### config.mk
export PLATFORM = sky130hd
export DESIGN_NAME = apb_slave_mem
export DESIGN_NICKNAME = d
export VERILOG_FILES = /design/src/rtl/apb_slave_mem.sv
export SDC_FILE = /design/constraint.sdc
export NUM_CORES = 2
export LEC_CHECK = 0
export BUFFER_PORTS_ARGS = -buffer_cell sky130_fd_sc_hd__buf_2
export CORE_MARGIN = 4
export CORE_UTILIZATION = 50
export CTS_CLUSTER_SIZE = 24
export DETAILED_ROUTE_END_ITERATION = 10
export HOLD_SLACK_MARGIN = 0.03
export MAX_ROUTING_LAYER = met4
export PLACE_DENSITY = 0.65
export SYNTH_ARGS = -nofsm -noshare
export SYNTH_HDL_FRONTEND = slang
export SYNTH_SLANG_ARGS = --single-unit
### constraint.sdc
create_clock -name PCLK -period 3 [get_ports PCLK]
set_input_delay 0.6 -clock PCLK [delete_from_list [all_inputs] [get_ports PCLK]]
set_output_delay 0.6 -clock PCLK [all_outputs]
set_load 0.02 [all_outputs]
### src/rtl/apb_slave_mem.sv
// APB completer with a byte-wide register memory, programmable wait states
// and an error response for addresses outside the mapped window.
module apb_slave_mem #(
    parameter int unsigned           ADDR_WIDTH  = 16,
    parameter int unsigned           DATA_WIDTH  = 8,
    parameter int unsigned           MEM_DEPTH   = 256,
    parameter logic [ADDR_WIDTH-1:0] BASE_ADDR   = '0,
    parameter int unsigned           WAIT_CYCLES = 2
) (
    input  logic                  PCLK,
    input  logic                  PRESET,
    input  logic [ADDR_WIDTH-1:0] PADDR,
    input  logic [DATA_WIDTH-1:0] PWDATA,
    input  logic                  PSEL,
    input  logic                  PENABLE,
    input  logic                  PWRITE,
    output logic [DATA_WIDTH-1:0] PRDATA,
    output logic                  PREADY,
    output logic                  PSLVERR
);

    localparam int unsigned IDX_W = (MEM_DEPTH > 1) ? $clog2(MEM_DEPTH) : 1;
    localparam int unsigned AW1   = ADDR_WIDTH + 1;
    localparam int unsigned CNT_W = 4;

    typedef enum logic {
        IDLE   = 1'b0,
        ACCESS = 1'b1
    } state_t;

    state_t                 state_q, state_d;
    logic [CNT_W-1:0]       cnt_q, cnt_d;
    logic [IDX_W-1:0]       idx_q, idx_d;
    logic                   write_q, write_d;
    logic                   err_q, err_d;
    logic [DATA_WIDTH-1:0]  wdata_q, wdata_d;
    logic [DATA_WIDTH-1:0]  prdata_q, prdata_d;
    logic                   mem_we;

    logic [DATA_WIDTH-1:0]  mem [MEM_DEPTH];

    logic [ADDR_WIDTH-1:0]  offset_c;
    logic [IDX_W-1:0]       idx_c;
    logic                   err_c;

    // Address decode of the live bus address, used only at a setup latch
    always_comb begin
        offset_c = PADDR - BASE_ADDR;
        idx_c    = offset_c[IDX_W-1:0];
        err_c    = (PADDR < BASE_ADDR) ||
                   ({1'b0, offset_c} >= AW1'(MEM_DEPTH));
    end

    // State and transfer-context registers
    always_ff @(posedge PCLK or negedge PRESET) begin
        if (!PRESET) begin
            state_q  <= IDLE;
            cnt_q    <= '0;
            idx_q    <= '0;
            write_q  <= 1'b0;
            err_q    <= 1'b0;
            wdata_q  <= '0;
            prdata_q <= '0;
        end else begin
            state_q  <= state_d;
            cnt_q    <= cnt_d;
            idx_q    <= idx_d;
            write_q  <= write_d;
            err_q    <= err_d;
            wdata_q  <= wdata_d;
            prdata_q <= prdata_d;
        end
    end

    // Next-state logic; a setup in either state re-latches the transfer context
    always_comb begin
        state_d  = state_q;
        cnt_d    = cnt_q;
        idx_d    = idx_q;
        write_d  = write_q;
        err_d    = err_q;
        wdata_d  = wdata_q;
        prdata_d = prdata_q;
        mem_we   = 1'b0;

        if (PSEL && !PENABLE) begin
            state_d  = ACCESS;
            cnt_d    = CNT_W'(WAIT_CYCLES);
            idx_d    = idx_c;
            write_d  = PWRITE;
            err_d    = err_c;
            wdata_d  = PWDATA;
            prdata_d = err_c ? '0 : mem[idx_c];
        end else if (state_q == ACCESS) begin
            if (!PSEL) begin
                state_d = IDLE;
            end else if (cnt_q != '0) begin
                cnt_d = cnt_q - CNT_W'(1);
            end else begin
                mem_we  = write_q && !err_q;
                state_d = IDLE;
            end
        end
    end

    // Memory array, cleared on reset and written at the completion edge
    always_ff @(posedge PCLK or negedge PRESET) begin
        if (!PRESET) begin
            for (int unsigned i = 0; i < MEM_DEPTH; i++) begin
                mem[i] <= '0;
            end
        end else if (mem_we) begin
            mem[idx_q] <= wdata_q;
        end
    end

    // Response outputs decoded from registered state only
    assign PREADY  = (state_q == ACCESS) && (cnt_q == '0);
    assign PSLVERR = PREADY && err_q;
    assign PRDATA  = prdata_q;

endmodule

Yosys cells after proc, flatten, opt, wreduce, memory -nomap -nowiden
Cells that the tools add are included.
- bits in registers: 2079
- latch bits: 0
- RAM bits: 0
- bits in read-only memories: 0
- bits of input ports: 29
- output and inout port bits: 10
- logic and storage cells: 304
- memories kept: 0
- $add $sub $neg: 1
- $mul: 0
- divide/modulo/power cells: 0
- $lt $le $gt $ge: 5
- equality and inequality tests: 0
- shifts and indexed selects: 0
- mux-type cells: 19
- bitwise logic cells: 2
- reductions and logical operators: 14
- operator list (kind ; count):
    $bwmux W2048 ; 1
    $bmux W8 S8 ; 1
    $demux W8 S8 ; 1
    $mux W8 ; 4
    $ge A9 B9 Y1 const B ; 2
    $not A8 Y9 ; 2
    $ge A16 B9 Y1 const B ; 1
    $lt A16 B1 Y1 const B ; 1
    $mux W4 ; 4
    $lt A9 B1 Y1 const B ; 1
    $mux W1 ; 8
    $reduce_bool A2 Y1 ; 3
    $logic_and A1 B1 Y1 ; 5
    $logic_not A4 Y1 ; 1
    $reduce_bool A4 Y1 ; 1
    $sub A4 B1 Y4 const B ; 1
    $reduce_and A3 Y1 ; 1
    $logic_not A1 Y1 ; 2
    $logic_or A1 B1 Y1 ; 1

Logic depth before layout (Yosys ltp)
- depth after elaboration: 6
- depth in mapped cells: 12
- depth with buffers taken out: 9

Worst setup path after synthesis
No wires, ideal clock.
- path kind: register to register
- start point: register cnt_q[0]
- end point: register mem[1088] in the netlist's numbering
- library setup time: 125 ps
- data arrival time: 2639 ps
- data required time: 2875 ps
- slack: 237 ps
- stages on the path, launching flop included: 11
- path buffers: 2
- period minus slack after synthesis: 2763 ps
- cells stage by stage: dfrtp_1 inv_1 ha_1 and4bb_1 nor4b_2 nand2_1 or3_1 buf_2 buf_4 nor2_4 mux2_2
- cells in the longest elaborated chain, start to end: 5
- ends and longest elaborated chain (element ; RTL line ; text):
    start, declared ; 32 ; logic [CNT_W-1:0] cnt_q, cnt_d;
    start signal, assigned ; 66 ; cnt_q <= cnt_d;
    $reduce_bool A4 Y1 ; 97 ; end else if (cnt_q != '0) begin
    $mux W1 ; 97 ;
    $mux W1 ; 95 ; if (!PSEL) begin
    $mux W1 ; 94 ; end else if (state_q == ACCESS) begin
    $mux W1 ; 86 ; if (PSEL && !PENABLE) begin
    end signal, assigned by index ; 113 ; mem[idx_q] <= wdata_q;
    end, declared ; 40 ; logic [DATA_WIDTH-1:0] mem [MEM_DEPTH];
No other way between the ends.
A chain may end at the register's enable or synchronous reset.

Worst setup path after layout
- start point: register idx_q[5]
- end point: register mem[674] in the netlist's numbering
- cells in the longest elaborated chain, start to end: 6
- elaborated cells on any way between the ends: 7
- classes of those cells: order compare: 2; mux: 3; bitwise: 1; reduce/logical: 1
- ends and longest elaborated chain (element ; RTL line ; text):
    start, declared ; 33 ; logic [IDX_W-1:0] idx_q, idx_d;
    start signal, assigned ; 67 ; idx_q <= idx_d;
    $not A8 Y9 (not written as such) * ; 113 ;
    $ge A9 B9 Y1 (not written as such) / $lt A9 B1 Y1 (equally long branches) ; 113 ;
    $logic_and A1 B1 Y1 (not written as such) ; 113 ;
    $mux W8 (not written as such) ; 113 ;
    $demux W8 S8 * ; 113 ;
    $bwmux W2048 * ; 113 ;
Mark *: on every way between the ends. The rest lies on a longest branch, timed or not.

==> qor.txt <==
Clock slew seen by the registers of the worst setup and hold paths = 0.06 ns
Top-count cell post-synth = dfrtp_1
Cell Pwr Density = 532 mW/mm^2
Comb power frac = 0.071
Cell taking the most area after synthesis = dfrtp_1
Post-layout net count = 7113
CTS H-tree depth = 4
FF+latch count, synth = 2079
Detailed Place HPWL = 190 mm
Worst min-delay path class = primary input to flop
Max_cap viols = 0
Post-synth net total = 6412
Syn-to-layout area delta = 18.5%
FF-to-FF Start = idx_q[5]
Placer Congestion = 0.931
# IOs = 39
Startpoint types = flop
Final period utilization = 0.998
Avg Inst Size Synth = 15.1 sq um
Flop-to-flop setup slack = 0.007 ns
Worst Tran Pin Value = 1.30 ns
Total design power = 60700 uW
Synth cell types = 87
Post-route non-filler standard cell count = 9790
Crit. Startpoint = idx_q[5]
Clk root buf = clkbuf_16
Fmax = 334 MHz
CTS buffer count = 219
Sequential Power Share = 0.468
Most used routing layer in global routing = met2
Post-DR wirelength/cell = 28.4 um
Final ANT Viol Nets = 0
Setup crit end = mem[674]
Post-synth EDFFs = 0
Share of the synthesized area in the top cell type = 0.540
Syn Inst Count = 6382
GR Util met1 = 0.405
Overall die area = 0.200 sq mm
Ys async rst share = 1.00
Post-Route WL = 278 mm
Crit path max fanout = 15
Clock share of power = 0.461
Crit path DAT = 3.74 ns
Warnings, synthesis = 0
Final Hold Vio Count = 0
Final Skew = 0.0298 ns
DR pass1 iterations = 6
Total track usage = 0.289
Setup violations, final = 0
Final Max Slew Viols = 0
Grt ovf = 0
Switch share = 0.246
Post-placement cell count = 9355
Status = completed
Core ar. = 0.191 sq mm
Vias per cell = 6.13
Port bufs = 38
Top post-synthesis cells by area = dfrtp_1 54%, mux2_2 22%, mux4_2 9.1%
Total negative slack = 0 ns
Chip width = 447 um
Ratio of cells with drive above 1 in the final layout = 0.521
Met2 GRT Util = 0.439
CTS Sinks = 2079
Int Pwr = 45800 uW
Via Count = 60100
Post-route DRC = 0
CP required = 3.75 ns
P_sw = 14900 uW
Deepest clock path buffer count = 3
Sequential share of the synthesized area = 0.540
Die height = 447 um
Initial core utilization = 0.505
Slew headroom = 0.129
Vias in the first global route = 62600
Rows = 160
R2R cell count = 5
Crit Path Category = flop to flop
RR Endpoint = mem[674]
Synth Flop Type = dfrtp_1
Fillers = 14500
Clk_lat worst skew = 0.87 ns
Initial antenna violation count = 7
Leak = 0.0559 uW
Peak VDD IR = 591 uV
Clock tree from TritonCTS = built
Commonest cells post-synth = 2079 x dfrtp_1, 1905 x mux2_2, 388 x mux4_2, 310 x nand2_1, 299 x clkbuf_1
DRT iter0 DRCs = 5204
First-pass GRT wire length = 420 mm
Synthesized area = 0.0963 sq mm
Met3 Resource Use GR = 0.0412
Crit end category = flop
Largest net degree at the start of global routing = 133
Final Critical Period = 2.99 ns
kinds of logic (layout without fill, tap and decap cells):
kind of cell	after synthesis	count (layout)	synth area share
buffers and inverters	483	1376	0.0280
flip-flops	2079	2079	0.540
AO/OA/AOI/OAI	381	381	0.0288
other	0	4	0
AND/OR/NAND/NOR	719	719	0.0382
XOR/XNOR	3	3	0.000273
multiplexers	2716	2716	0.365
adder cells (fa/ha/maj)	1	1	0.000130
critical path, stage by stage (launching register included):
cell and delay, ns:
dfrtp_1 0.78, nor2b_1 0.68, nand2_1 0.59, nor2_2 0.31
buf_12 0.17, mux2_2 0.34
worst min-delay path by stage:
stage / start / endpoint / slack, ns / depth (start not counted)
floorplan: PRESET / PRDATA[0] / 0.30 / 0
global placement: write_q / write_q / 0.46 / 2
detailed placement: write_q / write_q / 0.48 / 2
CTS: PADDR[7] / idx_q[7] / 0.06 / 3
global route: PADDR[7] / idx_q[7] / 0.12 / 3
finish: PADDR[7] / idx_q[7] / 0.12 / 3
repair_timing:
action	in CTS	in global routing
pin swaps	2	4
buffers inserted	1	6
hold endpoints to repair	65	0
resized for setup	4	22
endpoints found under the setup margin	73	966
hold buffers	10	0
gates cloned	0	1
stage by stage:
stage               utilization  instance area (sq um)  setup slack, ns  hold WS (ns)
finish                    0.598                 114000          0.00699         0.117
global route              0.598                 114000          -0.0235         0.116
CTS                       0.598                 114000          0.00294        0.0643
detailed placement        0.558                 106000           -0.726         0.477
global placement          0.558                 106000           -0.771         0.464
floorplan                     -                  96300            0.237         0.304
power by group through the flow:
stage / sequential, uW / clock [uW] / combinational, uW
5_1_grt: 28400 / 29600 / 4590
3_5_place_dp: 28900 / 0 / 4290
4_1_cts: 28400 / 28400 / 4310
6_report: 28400 / 28000 / 4320
2_1_floorplan: 28700 / 0 / 2080
3_3_place_gp: 28900 / 0 / 4240
per-layer routing:
layer / vias up / wire length (um)
met5: - / 0
met4: 0 / 10400
met3: 542 / 16100
met2: 1841 / 130000
met1: 32400 / 122000
li1: 25300 / -
flip-flops by register name, summed over array words and instances, names as in the netlist:
register  cells
PRDATA        8
wdata_q       8
idx_q         8
err_q         1
mem        2048
write_q       1
cnt_q         4
state_q       1
cell type report:
class	count	area, sq um	share of cell area
Timing Repair Buffer	955	9680	0.0847
Clock buffer	339	6610	0.0579
Clock inverter	74	880	0.00770
Tap cell	2511	3140	0.0275
Antenna cell	4	10.0	0.0000877
Inverter	8	32.5	0.000285
Multi-Input combinational cell	3820	41800	0.366
Sequential cell	2079	52100	0.456
placed cells by master, fill, tap and decap left out, types with 61 or more instances in the layout:
| cell | instances |
|---|---|
| mux4_2 | 388 |
| mux2_2 | 1905 |
| nand2_1 | 303 |
| nor2_1 | 68 |
| mux2i_1 | 233 |
| clkbuf_8 | 61 |
| buf_12 | 200 |
| mux2_1 | 160 |
| clkbuf_16 | 223 |
| nor2_2 | 64 |
| dfrtp_1 | 2071 |
| buf_4 | 704 |
| o22ai_1 | 77 |
Note: power is estimated with default switching activity, not from simulation.
